==> config.mk <==
export PLATFORM = sky130hd
export DESIGN_NAME = ntt_twiddle_sequencer
export DESIGN_NICKNAME = d
export VERILOG_FILES = /design/src/rtl/ntt_twiddle_sequencer_pkg.sv /design/src/rtl/ntt_twiddle_sequencer_unpack.sv /design/src/rtl/ntt_twiddle_sequencer.sv
export SDC_FILE = /design/constraint.sdc
export NUM_CORES = 1
export LEC_CHECK = 0
export ABC_AREA = 1
export CAP_MARGIN = 25
export CORE_MARGIN = 2
export CORE_UTILIZATION = 40
export DETAILED_ROUTE_END_ITERATION = 10
export PLACE_DENSITY_LB_ADDON = 0.3
export SYNTH_ARGS = -nofsm -noshare
export SYNTH_HDL_FRONTEND = slang
export SYNTH_SLANG_ARGS = --single-unit
==> constraint.sdc <==
create_clock -name clk -period 2 [get_ports clk]
set_input_delay 0.4 -clock clk [delete_from_list [all_inputs] [get_ports clk]]
set_output_delay 0.4 -clock clk [all_outputs]
set_load 0.02 [all_outputs]
==> src/rtl/ntt_twiddle_sequencer_pkg.sv <==
// ntt_twiddle_sequencer_pkg: sequencer states, ROM word field map and shared constants
package ntt_twiddle_sequencer_pkg;
   typedef enum logic [2:0] {IDLE, PRIME, ISSUE_LO, ISSUE_HI, DONE_S} seq_state_e;
   localparam int LO_ZETA_MSB = 31;
   localparam int LO_ZETA_LSB = 16;
   localparam int LO_A_MSB = 15;
   localparam int LO_A_LSB = 8;
   localparam int LO_B_MSB = 7;
   localparam int LO_B_LSB = 0;
   localparam int HI_ZETA_MSB = 63;
   localparam int HI_ZETA_LSB = 48;
   localparam int HI_A_MSB = 47;
   localparam int HI_A_LSB = 40;
   localparam int HI_B_MSB = 39;
   localparam int HI_B_LSB = 32;
   localparam int KYBER_Q = 3329;
endpackage

==> src/rtl/ntt_twiddle_sequencer_unpack.sv <==
// ntt_op_unpack: selects the low or high butterfly command out of one ROM word
module ntt_op_unpack
   import ntt_twiddle_sequencer_pkg::*;
(
   input  logic [63:0] word,
   input  logic        hi,
   output logic [15:0] zeta,
   output logic [7:0]  idx_a,
   output logic [7:0]  idx_b
);
   assign zeta  = hi ? word[HI_ZETA_MSB:HI_ZETA_LSB] : word[LO_ZETA_MSB:LO_ZETA_LSB];
   assign idx_a = hi ? word[HI_A_MSB:HI_A_LSB] : word[LO_A_MSB:LO_A_LSB];
   assign idx_b = hi ? word[HI_B_MSB:HI_B_LSB] : word[LO_B_MSB:LO_B_LSB];
endmodule

==> src/rtl/ntt_twiddle_sequencer.sv <==
// ntt_twiddle_sequencer: walks the twiddle ROM and streams two butterfly commands per word
module ntt_twiddle_sequencer
   import ntt_twiddle_sequencer_pkg::*;
#(
   parameter int NUM_WORDS = 128,
   parameter int ROM_LAT   = 1
) (
   input  logic        clk,
   input  logic        srst,
   input  logic        start,
   output logic        busy,
   output logic        done,
   output logic [6:0]  rom_addr,
   input  logic [63:0] rom_dout,
   output logic        op_valid,
   input  logic        op_ready,
   output logic [15:0] op_zeta,
   output logic [7:0]  op_idx_a,
   output logic [7:0]  op_idx_b,
   output logic        op_last
);
   seq_state_e  state_q, state_d;
   logic [6:0]  addr_q, addr_d;
   logic [6:0]  wcnt_q, wcnt_d;
   logic [3:0]  pcnt_q, pcnt_d;
   logic [63:0] word_q, word_d;
   logic        busy_q, busy_d;
   logic        valid, hs, last_word;
   logic [15:0] u_zeta;
   logic [7:0]  u_a, u_b;

   assign valid     = (state_q == ISSUE_LO) || (state_q == ISSUE_HI);
   assign hs        = valid && op_ready;
   assign last_word = wcnt_q == 7'(NUM_WORDS - 1);

   ntt_op_unpack u_unpack (
      .word  (word_q),
      .hi    (state_q == ISSUE_HI),
      .zeta  (u_zeta),
      .idx_a (u_a),
      .idx_b (u_b)
   );

   // next-state: prime the ROM pipeline, then alternate LO/HI issue per word
   always_comb begin
      state_d = state_q;
      addr_d  = addr_q;
      wcnt_d  = wcnt_q;
      pcnt_d  = pcnt_q;
      word_d  = word_q;
      busy_d  = busy_q;
      case (state_q)
         IDLE: if (start) begin
            state_d = PRIME;
            addr_d  = '0;
            wcnt_d  = '0;
            pcnt_d  = 4'(ROM_LAT);
            busy_d  = 1'b1;
         end
         PRIME: if (pcnt_q == '0) begin
            word_d  = rom_dout;
            addr_d  = 7'd1;
            state_d = ISSUE_LO;
         end else pcnt_d = pcnt_q - 4'd1;
         ISSUE_LO: if (hs) state_d = ISSUE_HI;
         ISSUE_HI: if (hs) begin
            if (last_word) state_d = DONE_S;
            else begin
               word_d  = rom_dout;
               addr_d  = addr_q + 7'd1;
               wcnt_d  = wcnt_q + 7'd1;
               state_d = ISSUE_LO;
            end
         end
         DONE_S: begin
            busy_d  = 1'b0;
            addr_d  = '0;
            state_d = IDLE;
         end
         default: state_d = IDLE;
      endcase
   end

   // state register with synchronous abort on srst
   always_ff @(posedge clk) begin
      if (srst) begin
         state_q <= IDLE;
         addr_q  <= '0;
         wcnt_q  <= '0;
         pcnt_q  <= '0;
         word_q  <= '0;
         busy_q  <= 1'b0;
      end else begin
         state_q <= state_d;
         addr_q  <= addr_d;
         wcnt_q  <= wcnt_d;
         pcnt_q  <= pcnt_d;
         word_q  <= word_d;
         busy_q  <= busy_d;
      end
   end

   assign busy     = busy_q;
   assign done     = state_q == DONE_S;
   assign rom_addr = addr_q;
   assign op_valid = valid;
   assign op_zeta  = valid ? u_zeta : '0;
   assign op_idx_a = valid ? u_a : '0;
   assign op_idx_b = valid ? u_b : '0;
   assign op_last  = (state_q == ISSUE_HI) && last_word;
endmodule

Yosys cells after proc, flatten, opt, wreduce, memory -nomap -nowiden

Index checks and enable logic that the tools add are counted.
Widths: inputs -> output; s select.

Bits in registers: 86
Logic and storage cells: 65
RAM bits: 0
Memory bits (read-only): 0
Bits of input ports: 68
Bits in latches: 0
Memories kept: 0
Output and inout bits: 43

Magnitude comparators: 0
Div/mod/pow operators: 0
Equal/unequal tests: 11
Bitwise logic cells: 0
Multipliers: 0
Add/subtract/negate cells: 3
Reductions and logical operators: 16
Shift-type cells: 0
Multiplexer cells: 29

Operators with widths:

| cell                | count |
|---|---|
| $mux 64             | 3 |
| $pmux 64 s2         | 1 |
| $mux 7              | 6 |
| $mux 16             | 2 |
| $mux 8              | 4 |
| $pmux 7 s4          | 1 |
| $mux 3              | 5 |
| $add 7x1->7 const B | 2 |
| $pmux 7 s2          | 1 |
| $ne 2x2->1 const B  | 6 |
| $pmux 3 s4          | 1 |
| $reduce_and 4->1    | 3 |
| $mux 4              | 2 |
| $pmux 4 s2          | 1 |
| $reduce_bool 2->1   | 4 |
| $eq 7x7->1 const B  | 1 |
| $eq 3x2->1 const B  | 2 |
| $reduce_and 5->1    | 1 |
| $logic_not 4->1     | 1 |
| $reduce_bool 4->1   | 1 |
| $sub 4x1->4 const B | 1 |
| $eq 3x1->1 const B  | 1 |
| $eq 3x3->1 const B  | 1 |
| $logic_not 3->1     | 1 |
| 6 further kinds     | 7 |

Depth between registers and ports, before layout

Gate-level depths: netlist of the first run.

Depth in word-level cells: 5
Mapped depth: 11
Mapped depth without buffers: 10

Cells and area by module

From an unflattened synthesis of the first run, not the netlist that was laid out.

Cells, all modules: 666
Area total of the unflattened synthesis: 4,478.0 µm²

Modules (own cells, without submodules):

| module                | seq. area each (µm²) | area an instance (µm²) | times used | cells each |
|---|---|---|---|---|
| ntt_twiddle_sequencer | 1,721.7              | 3,986.3                | 1          | 562 |
| ntt_op_unpack         | 0.0                  | 491.7                  | 1          | 104 |

Least setup slack after synthesis of the first run

No wires, ideal clock.

Path kind: flip-flop to output port
Start: register state_q[1]
End: output op_idx_a[0]
Arrival time: 1,544 ps
Required time: 1,600 ps
Slack: 56 ps
Stages on the path, launching flop included: 7
Buffers on the path: 2
Cells stage by stage: dfxtp_1 buf_2 nand2_1 nand2_1 inv_1 buf_1 a21oi_1

Word-level cells in the longest chain between the ends: 3
Elaborated cells on any way between the ends: 5
Classes of those cells: eq/ne: 2; mux: 2; reduce/logical: 1

Ends and longest elaborated chain:

| item                   | RTL line                     | text |
|---|---|---|
| from (decl)            | ntt_twiddle_sequencer.sv:22  | `seq_state_e state_q, state_d;` |
| from (signal assigned) | ntt_twiddle_sequencer.sv:94  | `state_q <= state_d;` |
| $eq 3x2->1             | ntt_twiddle_sequencer.sv:32  | `assign valid = (state_q == ISSUE_LO) \|\| (state_q == ISSUE_HI);` |
| $logic_or 1x1->1 *     | ntt_twiddle_sequencer.sv:32  |  |
| named net op_valid     | ntt_twiddle_sequencer.sv:15  | `output logic op_valid,` |
| $mux 8 *               | ntt_twiddle_sequencer.sv:108 | `assign op_idx_a = valid ? u_a : '0;` |
| to (decl)              | ntt_twiddle_sequencer.sv:18  | `output logic [7:0] op_idx_a,` |

The timed path passes the listed nets; every way through them passes the cells marked *.

Worst setup path after layout of the first run

Start: register state_q[2]
End: output op_zeta[2]

Word-level cells in the longest chain between the ends: 3
Elaborated cells on any way between the ends: 5
Classes of those cells: eq/ne: 2; mux: 2; reduce/logical: 1

Ends and longest elaborated chain:

| item                                        | RTL line                                                        | text |
|---|---|---|
| $eq 3x2->1 (on tied branches)               | ntt_twiddle_sequencer.sv:32, ntt_twiddle_sequencer.sv:38        |  |
| $mux 16 or $logic_or 1x1->1 (tied branches) | ntt_twiddle_sequencer_unpack.sv:11, ntt_twiddle_sequencer.sv:32 |  |
| $mux 16 *                                   | ntt_twiddle_sequencer.sv:107                                    | `assign op_zeta = valid ? u_zeta : '0;` |
| to (decl)                                   | ntt_twiddle_sequencer.sv:17                                     | `output logic [15:0] op_zeta,` |

Mark *: on every way between the ends. The rest lies on a longest branch, timed or not.

==> flow_metrics.env, run 1 <==
export IMPL_slew_viol_final=0
export IMPL_clock_path_buffers=2
export IMPL_wl_met1_mm=4.90
export IMPL_path_clk_slew_ns=0.09
export IMPL_tightest_slew_ns=0.416
export IMPL_worst_hold_slack_ns=0.491
export IMPL_setup_violations_final=0
export IMPL_intPower_mw=4.65
export IMPL_clk_latency_ns=0.35
export IMPL_hpwl_mm=7.62
export IMPL_slew_headroom_pct=72.2
export IMPL_synth_top_area_share_pct=43.1
export IMPL_cellPowerDensity_nw_per_um2=1380
export IMPL_worst_setup_path_end_kind="primary output"
export IMPL_vias=4124
export IMPL_syn_inst=585
export IMPL_drtAntennaViolNets=0
export IMPL_synth_seq_cells=86
export IMPL_critical_path_cell_chain="buf_4 -> nor2_4 -> buf_12 -> buf_8 -> nand2_1 -> a21oi_2 -> buf_4"
export IMPL_finClkSkew_ns=0.00773
export IMPL_avgSynthCellArea_um2=6.82
export IMPL_fillers=935
export IMPL_htree_levels=3
export IMPL_wl_met3_um=724
export IMPL_io_buffers=110
export IMPL_max_stage_delay_ns=0.34
export IMPL_p_comb_share_pct=46.9
export IMPL_gp_congestion=0.882
export IMPL_wl_per_cell_um=12.9
export IMPL_cts_buffers=9
export IMPL_initial_core_util_pct=41.0
export IMPL_critPathArrivalTime_ns=1.55
export IMPL_cts_root_buffer="clkbuf_8"
export IMPL_grt_pass1_wl_mm=17.8
export IMPL_cap_violations=0
export IMPL_viasPerCell=4.87
export IMPL_synth_seq_area_share_pct=43.1
export IMPL_critPathRequiredTime_ns=1.60
export IMPL_regToRegSetupSlack_ns=0.18
export IMPL_netSwitchingPower_mw=3.25
export IMPL_worstHoldPathType="register to register"
export IMPL_top_layer="met4"
export IMPL_yosys_warnings=0
export IMPL_min_period_ns=1.95
export IMPL_coreArea_um2=9730
export IMPL_antenna_found_initial=0
export IMPL_crit_slowest_cell="dfxtp_2"
export IMPL_die_y_um=104
export IMPL_num_rows=36
export IMPL_diodes=0
export IMPL_timing_worst_setup_path_type="register to primary output"
export IMPL_synth_cell_types=31
export IMPL_syn_to_final_growth_pct=43.4
export IMPL_ir_drop_uv=560
export IMPL_clock_sinks=86
export IMPL_crit_path_frequent_cell="buf_4"
export IMPL_rsz0062_at_grt="true"
export IMPL_gr_total_overflow=0
export IMPL_dieArea_um2=10800
export IMPL_grt_pass1_vias=3897
export IMPL_synth_common_cells="155 x nor2_1, 116 x nand2_1, 86 x dfxtp_1"
export IMPL_detail_route_wirelength_mm=10.9
export IMPL_netlist_area_um2=3990
export IMPL_cts_tree="done"
export IMPL_drt_pass1_iter_count=5
export IMPL_fmax_ghz=0.514
export IMPL_p_total_mw=7.89
export IMPL_path_max_fanout=7
export IMPL_post_route_period_util_pct=97.4
export IMPL_sw_frac_of_total_pct=41.1
export IMPL_layout_drive_gt1_share_pct=18.9
export IMPL_ys_flop_type="dfxtp_1"
export IMPL_power_leakage_nw=2.37
export IMPL_hold_viol=0
export IMPL_synth_edff_count=0
export IMPL_synth_most_common_cell="nor2_1"
export IMPL_p_clk_share_pct=16.6
export IMPL_syn_nets=657
export IMPL_async_flop_share_pct=0
export IMPL_die_x_um=104
export IMPL_seqPwrFrac_pct=36.5
export IMPL_ios=111
export IMPL_post_synth_top_area_cell="dfxtp_1"
export IMPL_layout_nets=782
export IMPL_startpoint_type="register"
export IMPL_groute_usage_overall_pct=19.8
export IMPL_wl_met2_mm=5.21
export IMPL_status="completed"
export IMPL_drc_errors=0
export IMPL_grt_max_degree=46
export IMPL_synthTopCellsByArea="dfxtp_1 43%, nor2_1 15%, nand2_1 11%, o21ai_1 8.0%, a21oi_1 4.9%"
export IMPL_first_iter_violations=205
## placed cells by master (no fill, tap or decap), types with 3 or more instances in the layout
cell type        Yosys  routed
inv_2                3       6
buf_12               0       7
nor2_1             155     153
nand3_1             25      25
dfxtp_1             86      82
ha_1                 4       3
o21ai_0              3       3
clkbuf_8             0       9
buf_6                7       6
nand2_2              2      11
clkdlybuf4s50_1      0      75
a32o_1               8       8
nand2_1            116     106
buf_2               11      10
nor2_2               2       3
o21ai_1             64      64
a21oi_1             39      21
buf_4                0      43
a21oi_2              1      19
inv_1               26      24
## through the flow
stage               util, %  worst slack (ns)  std cells  area, um^2  setup TNS [ns]
finish                 58.8            0.0527        847        5720               0
detailed placement     55.5           -0.0960        828        5400           -1.65
CTS                    56.5           0.00142        843        5490               0
global route           58.8           -0.0109        847        5720         -0.0546
floorplan                 -            0.0555        585        3990               0
global placement       55.5           -0.0596        828        5400          -0.679
## flip-flops by register name (all words and copies together), names as in the netlist
name and cells:
word_q 64, rom_addr 7, wcnt_q 7, pcnt_q 4
state_q 3, busy 1
## logic make-up after synthesis
kind of cell	count (synthesis)	synth area share [%]
xor+xnor	3	0.658
compound gates	120	16.5
simple gates	309	30.9
buf+inv	63	7.58
fa+ha+maj	4	1.25
flops	86	43.1
## power groups by stage
stage | sequential [mW] | combinational, mW | clock, mW
2_1_floorplan | 2.79 | 2.52 | 0
4_1_cts | 2.84 | 3.52 | 1.33
5_1_grt | 2.97 | 4.16 | 1.42
6_report | 2.88 | 3.70 | 1.31
3_5_place_dp | 2.86 | 3.58 | 0
3_3_place_gp | 2.83 | 3.48 | 0
## repair_timing
| item | 4_1_cts | 5_1_grt |
|---|---|---|
| hold buffers | 0 | 0 |
| setup buffers | 0 | 1 |
| gates cloned | 0 | 3 |
| resized for setup | 133 | 77 |
| pin swaps | 0 | 16 |
| setup endpoints to repair | 35 | 33 |
## layer usage
layer | track usage, % | vias up
met1 | 25.0 | 1867
met5 | 0 | -
met2 | 33.3 | 119
li1 | - | 2133
met3 | 5.01 | 5
met4 | 5.89 | 0
## critical path: cells and delay by family, from the launching register on
kind	cells	cell delay, ns
buf+inv	4	0.56
compound gates	1	0.14
simple gates	2	0.16
flops	1	0.34
## path summary, 6_finish.rpt
check	start	end	cells past startpoint
worst max-delay path	state_q[2]	op_zeta[2]	7
worst min-delay path	word_q[56]	word_q[56]	2
worst max register to register	state_q[2]	word_q[45]	11
worst min register to register	word_q[56]	word_q[56]	2
## cell type report
type	count	area (um^2)	share of cell area, %
Sequential cell	86	1730	30.3
Inverter	31	116	2.03
Multi-Input combinational cell	436	2080	36.3
Tap cell	133	166	2.91
Clock buffer	9	124	2.16
Timing Repair Buffer	146	1420	24.8
Clock inverter	6	87.6	1.53
No activity file was read; power rests on OpenSTA's default activity.
==> run 2: changes to the inputs <==
--- a/config.mk
+++ b/config.mk
@@ -10,6 +10,7 @@
 export CORE_MARGIN = 2
 export CORE_UTILIZATION = 40
 export DETAILED_ROUTE_END_ITERATION = 10
+export HOLD_SLACK_MARGIN = 0.1
 export PLACE_DENSITY_LB_ADDON = 0.3
 export SYNTH_ARGS = -nofsm -noshare
 export SYNTH_HDL_FRONTEND = slang
==> constraint.sdc (replaced) <==
create_clock -name clk -period 2 [get_ports clk]
set_input_delay 0.4 -clock clk [delete_from_list [all_inputs] [get_ports clk]]
set_output_delay 0.4 -clock clk [all_outputs]
set_load 0.005 [all_outputs]
==> run 2 against run 1 <==
The run now ends with setup timing left. Worst setup slack lost 0.18 ns. Fmax is 8.3% lower. Design area up 5.6%. Clock skew grew 0.0076 ns. Sequential power about the same. Non-clock buffer count increased by 17. Global-route usage grew 2.2 points. Combinational power up 13%. Clock-buffer cell count did not move. Register-to-register slack worse by 0.09 ns. Largest power group unchanged.
==> flow_metrics.env, run 2 (synthesis results as in run 1) <==
export IMPL_status="finished, violations left"
export IMPL_violations="setup timing"
export IMPL_ir_drop_uv=660
export IMPL_coreArea_um2=9730
export IMPL_viasPerCell=5.07
export IMPL_min_delay_worst_endpoint="word_q[63]"
export IMPL_rsz0062_at_grt="true"
export IMPL_die_y_um=104
export IMPL_path_clk_slew_ns=0.09
export IMPL_r2r_end="word_q[0]"
export IMPL_groute_usage_overall_pct=21.9
export IMPL_num_rows=36
export IMPL_fmax_ghz=0.471
export IMPL_vias=4388
export IMPL_drt_pass1_iter_count=7
export IMPL_path_max_fanout=5
export IMPL_fin_cells=865
export IMPL_first_iter_violations=233
export IMPL_initial_core_util_pct=41.0
export IMPL_r2r_worst_path_cells=13
export IMPL_gp_congestion=0.860
export IMPL_worstHoldPathType="register to register"
export IMPL_die_x_um=104
export IMPL_slew_viol_final=0
export IMPL_mostFrequentLayoutCells="151 x nor2_1, 100 x nand2_1, 83 x dfxtp_1"
export IMPL_p_total_mw=8.38
export IMPL_slew_headroom_pct=74.2
export IMPL_gr_total_overflow=0
export IMPL_worst_setup_path_end_kind="primary output"
export IMPL_hold_viol=0
export IMPL_setup_violations_final=23
export IMPL_dieArea_um2=10800
export IMPL_syn_to_final_growth_pct=51.4
export IMPL_antenna_found_initial=0
export IMPL_io_buffers=110
export IMPL_place_ws_ns=-0.00452
export IMPL_cellPowerDensity_nw_per_um2=1390
export IMPL_timing_rr_start="state_q[2]"
export IMPL_cap_violations=0
export IMPL_grt_pass1_vias=4172
export IMPL_grt_pass1_wl_mm=19.6
export IMPL_hpwl_mm=7.71
export IMPL_layout_drive_gt1_share_pct=22.4
export IMPL_drtAntennaViolNets=0
export IMPL_critPathRequiredTime_ns=1.60
export IMPL_drc_errors=0
export IMPL_hp_start="word_q[63]"
export IMPL_regToRegSetupSlack_ns=0.09
export IMPL_clock_path_buffers=2
export IMPL_min_path_cells=2
export IMPL_hold_buffers=0
export IMPL_layout_nets=799
export IMPL_detail_route_wirelength_mm=12.4
export IMPL_cts_root_buffer="clkbuf_8"
export IMPL_htree_levels=3
export IMPL_clk_latency_ns=0.37
export IMPL_ios=111
export IMPL_fillers=861
export IMPL_grt_max_degree=46
export IMPL_timing_worst_setup_path_type="register to primary output"
export IMPL_cts_tree="done"
export IMPL_power_leakage_nw=2.56
export IMPL_largest_register_ffs=64
export IMPL_critPathArrivalTime_ns=1.72
export IMPL_fin_tns_setup_ns=-1.24
export IMPL_setup_ws_ns=-0.124
export IMPL_clock_sinks=86
export IMPL_wl_per_cell_um=14.3
export IMPL_post_route_period_util_pct=106
export IMPL_tightest_slew_ns=0.386
export IMPL_dp_cells=823
export IMPL_diodes=0
export IMPL_min_period_ns=2.12
export IMPL_cts_buffers=9
export IMPL_startpoint_type="register"
export IMPL_mostFrequentLayoutCell="nor2_1"
export IMPL_finClkSkew_ns=0.0153
export IMPL_regMostFlops="word_q"
-- run 2: changes by cell type in the layout (fill, tap and decap cells not counted), moves of 4 or more --
cell / previous run / this run
a21oi_1: 21 / 17
buf_2: 10 / 32
a21oi_2: 19 / 23
nand2_4: 1 / 6
nand2_1: 106 / 100
buf_6: 6 / 11
buf_4: 43 / 24
-- run 2: how the worst max path moves through the flow --
stage | from | endpoint | slack, ns | cells past startpoint
final | state_q[2] | op_zeta[1] | -0.12 | 9
after global routing | state_q[2] | op_zeta[1] | -0.18 | 9
after CTS | state_q[2] | op_zeta[13] | -0.12 | 10
after detailed placement | state_q[1] | op_zeta[13] | -0.005 | 6
after global placement | state_q[1] | op_zeta[10] | 0.04 | 6
after floorplan | state_q[0] | op_idx_a[4] | 0.39 | 6
-- run 2: repair_timing --
action | in CTS | in global routing
cloned | 4 | 4
endpoints found under the setup margin | 35 | 92
resized for setup | 175 | 44
pin swaps | 11 | 16
setup buffers | 16 | 5
-- run 2: through the flow --
step | utilization (%) | instance area (um^2) | hold WS, ns
floorplan | - | 3990 | 0.453
global placement | 55.1 | 5360 | 0.463
detailed placement | 55.1 | 5360 | 0.472
CTS | 59.3 | 5770 | 0.493
global route | 62.1 | 6040 | 0.513
finish | 62.1 | 6040 | 0.490
-- run 2: layout make-up --
cell class	count	area [um^2]	share of cell area (%)
multi-input cells	436	2170	35.9
flip-flops and latches	86	1730	28.6
repair buffers	163	1640	27.1
well taps	133	166	2.75
inverters	31	131	2.17
clock buffers	9	124	2.05
clock inverters	7	87.6	1.45
-- run 2: where the power goes --
group	switching, mW	internal, mW	leakage [nW]
sequential	0.453	2.44	0.708
combinational	2.36	1.81	1.74
clock	0.704	0.611	0.109
-- run 2: per-layer routing --
metal / track usage [%] / part of all wire, % / up-vias
li1: - / - / 2169
met1: 27.8 / 44 / 2058
met2: 36.6 / 48 / 137
met3: 5.33 / 6.5 / 24
met4: 7.34 / 2.2 / 0
met5: 0 / 0 / -
-- run 2: worst max-delay path: stages (launching register included) --
cell and delay, ns:
dfxtp_4 0.37, buf_6 0.12, nor2_4 0.13, buf_12 0.12, buf_12 0.12, buf_6 0.10, buf_6 0.10, nand2_2 0.05
a21oi_2 0.13, buf_2 0.14
